===== src/rtl/pipe_pkg.sv =====
// Shared definitions for the pipeline stage buffers.
//   pipe_state_t : occupancy state of a stage (EMPTY / ONE / TWO)
//   PIPE_NOP     : bubble word, the NOP encoding with all control bits clear
//   *_WIDTH      : payload widths of the four CPU pipeline boundaries
//   occ_of()     : entry count for a state
package pipe_pkg;

  typedef enum logic [1:0] {
    ST_EMPTY = 2'd0,
    ST_ONE   = 2'd1,
    ST_TWO   = 2'd2
  } pipe_state_t;

  localparam logic [31:0] PIPE_NOP = 32'h0000_0000;

  localparam int IF_ID_WIDTH  = 64;
  localparam int ID_EX_WIDTH  = 148;
  localparam int EX_MEM_WIDTH = 107;
  localparam int MEM_WB_WIDTH = 71;

  function automatic logic [1:0] occ_of(input pipe_state_t s);
    case (s)
      ST_ONE:  occ_of = 2'd1;
      ST_TWO:  occ_of = 2'd2;
      default: occ_of = 2'd0;
    endcase
  endfunction

endpackage


===== src/rtl/pipe_stage_buf.sv =====
// Pipeline stage register with valid/ready handshake, stall back-pressure,
// synchronous flush and an optional two-entry skid buffer.
//
// Ports:
//   clk_i    in   clock, rising edge
//   rst_i    in   asynchronous reset, active-high
//   valid_i  in   upstream word present on data_i
//   ready_o  out  stage accepts a word this cycle
//   data_i   in   upstream payload
//   flush_i  in   synchronous flush; empties the stage, drops the input word
//   valid_o  out  data_o holds a live word
//   ready_i  in   downstream accepts this cycle
//   data_o   out  payload to next stage (BUBBLE when valid_o=0)
//   occ_o    out  number of entries held (0..2)
//
// state    | meaning
// ST_EMPTY | no word held, data_o shows BUBBLE
// ST_ONE   | one word in main register
// ST_TWO   | main plus one absorbed word in skid register (SKID=1 only)
module pipe_stage_buf
  import pipe_pkg::*;
#(
  parameter int               WIDTH  = 32,
  parameter logic [WIDTH-1:0] BUBBLE = {WIDTH{1'b0}},
  parameter bit               SKID   = 1'b1
) (
  input  logic             clk_i,
  input  logic             rst_i,
  input  logic             valid_i,
  output logic             ready_o,
  input  logic [WIDTH-1:0] data_i,
  input  logic             flush_i,
  output logic             valid_o,
  input  logic             ready_i,
  output logic [WIDTH-1:0] data_o,
  output logic [1:0]       occ_o
);

  pipe_state_t      state_q, state_d;
  logic [WIDTH-1:0] main_q, main_d;
  logic [WIDTH-1:0] skid_q, skid_d;
  logic             in_xfer, out_xfer;

  assign valid_o  = (state_q != ST_EMPTY);
  assign data_o   = main_q;
  assign occ_o    = occ_of(state_q);
  assign in_xfer  = valid_i & ready_o;
  assign out_xfer = valid_o & ready_i;

  always_comb begin
    state_d = state_q;
    main_d  = main_q;
    skid_d  = skid_q;
    if (flush_i) begin
      state_d = ST_EMPTY;
      main_d  = BUBBLE;
    end else begin
      case (state_q)
        ST_EMPTY: begin
          if (in_xfer) begin
            state_d = ST_ONE;
            main_d  = data_i;
          end
        end
        ST_ONE: begin
          if (in_xfer && out_xfer) begin
            main_d = data_i;
          end else if (in_xfer && SKID) begin
            // Downstream stalled: park the new word behind the current one.
            state_d = ST_TWO;
            skid_d  = data_i;
          end else if (out_xfer) begin
            state_d = ST_EMPTY;
            main_d  = BUBBLE;
          end
        end
        ST_TWO: begin
          // ready_o is low here, so no input can arrive in this state.
          if (out_xfer) begin
            state_d = ST_ONE;
            main_d  = skid_q;
          end
        end
        default: begin
          state_d = ST_EMPTY;
          main_d  = BUBBLE;
        end
      endcase
    end
  end

  always_ff @(posedge clk_i or posedge rst_i) begin
    if (rst_i) begin
      state_q <= ST_EMPTY;
      main_q  <= BUBBLE;
      skid_q  <= BUBBLE;
    end else begin
      state_q <= state_d;
      main_q  <= main_d;
      skid_q  <= skid_d;
    end
  end

  generate
    if (SKID) begin : g_skid
      // Registered ready breaks the combinational path from the hazard unit
      // back through every upstream stage; the skid entry covers the one
      // word that can arrive in the cycle the stall is first seen.
      logic ready_q;
      always_ff @(posedge clk_i or posedge rst_i) begin
        if (rst_i) ready_q <= 1'b1;
        else       ready_q <= (state_d != ST_TWO);
      end
      assign ready_o = ready_q;
    end else begin : g_single
      assign ready_o = !valid_o | ready_i;
    end
  endgenerate

endmodule


===== config.mk =====
export PLATFORM = sky130hd
export DESIGN_NAME = pipe_stage_buf
export DESIGN_NICKNAME = d
export VERILOG_FILES = /design/src/rtl/pipe_pkg.sv /design/src/rtl/pipe_stage_buf.sv
export SDC_FILE = /design/constraint.sdc
export NUM_CORES = 1
export LEC_CHECK = 0
export ABC_AREA = 1
export BUFFER_PORTS_ARGS = -buffer_cell sky130_fd_sc_hd__buf_4
export CAP_MARGIN = 20
export CORE_MARGIN = 4
export CORE_UTILIZATION = 29
export DETAILED_ROUTE_END_ITERATION = 12
export GPL_ROUTABILITY_DRIVEN = 1
export GPL_TIMING_DRIVEN = 0
export PLACE_DENSITY = 0.51
export SLEW_MARGIN = 20
export SYNTH_ARGS = -nofsm -noshare
export SYNTH_HDL_FRONTEND = slang
export SYNTH_SLANG_ARGS = --single-unit

===== constraint.sdc =====
create_clock -name clk_i -period 2.07 [get_ports clk_i]
set_clock_uncertainty 0.1 [all_clocks]
set_input_delay 0.414 -clock clk_i [delete_from_list [all_inputs] [get_ports clk_i]]
set_output_delay 0.414 -clock clk_i [all_outputs]
set_load 0.05 [all_outputs]

==> reports/results.ini <==
[timing]
finalHoldViolations=0
post-route-period-util_pct=95.26
final.min_clock_period_ps=1972
drv_slew=0
fin_ws_ps=98.18
fmax_mhz=507.1
timing.setup.tns_ps=0
worstMarginPinSlew_ps=469.0
rsz0062_at_grt=false
setup_viol=0
slew-limit-headroom_pct=68.73

[detailed_routing]
drc=0
vias=2735
drtPass1Iterations=5
vias_per_cell=4.348
wl_per_cell_um=13.07
drt_wl_total_um=8222
ant_nets=0
drt_iter0_markers=109

[power_and_ir_drop]
p_int_mw=2.269
switching_share_pct=33.54
p_switching_mw=1.145
p_seq_share_pct=48.5
cellPowerDensity_nw_per_um2=854.6
p_clk_share_pct=27.7
ir_drop_uv=294.8
leakage_nw=2.303
comb_power_share_pct=23.9

[yosys]
synth.area.mux_share_pct=0
synth_top_family_by_area=simple AND/OR/NAND/NOR gates
seq_area_frac_synth_pct=54.82
synthSimpleGateAreaFrac_pct=31.11
ys_types=16
synth_area_um2=3060
ys_warn_count=0
synthXorXnorAreaFrac_pct=0
synthAdderAreaFrac_pct=0
synth_seq_cells=67
synth_cells=403
syn-num-nets=440
synth_compound_area_share_pct=5.805
syn_avg_cell_area_um2=7.594

[cts]
cts_sinks=67
cts_made_buffers=9
cts_tree=done
root_buffer=clkbuf_8
htreeDepth=3
clockBufferDepth=2
clk_pin_slew_worst_paths_ps=70
postCtsSetupBuffers=0
insertion_delay_ps=340

[place]
preCtsSetupSlack_ps=212.9
dp_hpwl_um=5782
port_buffers=72
gp_congestion=0.7567

[worst_setup_path]
crit_path_max_fanout=10
reg2reg_slack_ps=270
max_stage_delay_ps=450
critPathLaunchType=flip-flop
cp.required_ps=1560
cp-end-kind=primary output
critical_path_arrival_ps=1460
reg2reg_to=data_o[29]
r2r_cells=7
r2r_start=ready_o
crit_slowest_cell=dfrtp_1
cp_cell_sequence=nor2_4 -> clkbuf_4 -> buf_4
criticalPathCategory=reg -> out

[global_route]
grt.total_usage_pct=14.20
grt_max_degree=29
overflow=0
antenna_found_initial=0
grt_pass1_wl_um=14080
grt_pass1_vias=2830

[layout]
num_antenna_cells=0
fin_nets=526
drive_gt1_share_pct=22.31
area_growth_pct=30.54

[min_path]
min_to=skid_q[30]
whs_path_depth=3
hold_class=in -> reg
holdCritStartpoint=data_i[30]

[floorplanning]
ios=73
rows=37
fp.dieH_um=110.7
start_util_pct=29.64
core_um2=10320
die_width_um=110.7
die_area_um2=12260

[outcome]
status=complete, no violations

[flow_run]
cap_violations=0

==> metrics by stage <==
step	hold WS, ps	power (mW)	instances	util [%]	cell area, um^2
final	232.2	3.414	629	38.70	3995
after global routing	231.7	3.650	629	38.70	3995
after CTS	221.1	3.455	629	38.67	3993
after detailed placement	339.6	2.505	613	36.95	3815
after global placement	367.1	2.477	611	36.57	3775
after floorplan	353.4	2.205	403	-	3064
==> routing by layer <==
layer / part of all wire (%) / wire [um] / GRT usage [%] / vias to the layer above
met4: 0.62 / 51 / 3.448 / 0
li1: - / - / - / 1399
met2: 47 / 3825 / 21.89 / 61
met5: 0 / 0 / 0 / -
met1: 49 / 4008 / 19.65 / 1268
met3: 4.1 / 337 / 4.258 / 7
==> sequential cells by signal (all words and copies together) (netlist names) <==
name and cells:
skid_q 32, data_o 32, ready_o 1, state_q 2
==> worst max path at each step <==
stage | end | cells past startpoint | slack [ps] | startpoint
global route | occ_o[1] | 3 | 30 | state_q[0]
finish | occ_o[1] | 3 | 100 | state_q[0]
detailed placement | occ_o[1] | 3 | 210 | state_q[0]
floorplan | skid_q[11] | 6 | 400 | ready_o
CTS | occ_o[1] | 3 | 50 | state_q[0]
global placement | data_o[28] | 2 | 210 | rst_i
==> cell usage in the layout, fill, tap and decap left out, drive strengths merged <==
master       count
clkbuf          18
clkinvlp         1
nor2             3
nand4            1
inv             40
clkinv           3
o21ai           32
dlygate4sd3      1
dfstp            1
nand2          199
buf             89
dfrtp           66
a21oi            2
nand3           36
a21boi           1
==> power by group through the flow <==
stage | Combinational, mW | Clock (mW) | Sequential [mW]
2_1_floorplan | 0.334 | 0 | 1.87
3_3_place_gp | 0.807 | 0 | 1.67
3_5_place_dp | 0.828 | 0 | 1.68
4_1_cts | 0.832 | 0.968 | 1.65
5_1_grt | 0.919 | 1.05 | 1.68
6_report | 0.816 | 0.944 | 1.65
==> worst max-delay path: cells and delay by family, from the launching register on <==
family / cells / cell delay, ps
buf+inv: 2 / 460
flops: 1 / 450
simple gates: 1 / 210
==> cells in the mapped netlist <==
library cell | n | area share (%)
a21boi_0 | 1 | 0.25
o21ai_0 | 31 | 5.1
buf_2 | 16 | 2.6
nand3_1 | 35 | 5.7
a21oi_1 | 2 | 0.33
inv_2 | 2 | 0.25
nand2_2 | 1 | 0.20
dfrtp_1 | 66 | 54
dfstp_2 | 1 | 0.86
nand2_1 | 198 | 24
nand4_1 | 1 | 0.20
inv_1 | 39 | 4.8
o21ai_1 | 1 | 0.16
nor2_1 | 3 | 0.37
clkbuf_1 | 5 | 0.61
nand3_2 | 1 | 0.33
==> layout make-up <==
cell class                 count  area (um^2)
inverter                      41        157.7
fill                        1113         6329
clock inverter                 3        15.01
buffer                        21        101.3
timing repair buffer          75        590.6
tap                          136        170.2
multi-input combinational    274         1137
clock buffer                  12        145.1
sequential                    67         1678
==> what timing repair did <==
| item | in CTS | in global routing |
|---|---|---|
| setup endpoints to repair | 1 | 1 |
| hold endpoints to repair | 11 | 0 |
| resized for setup | 2 | 1 |
| hold buffers | 1 | 0 |
==> cell families after synthesis <==
family | count (synthesis)
buffers and inverters | 62
DFF | 67
and+or+nand+nor | 239
AOI/OAI and AO/OA | 35
Power figures use the tool's default switching activity.
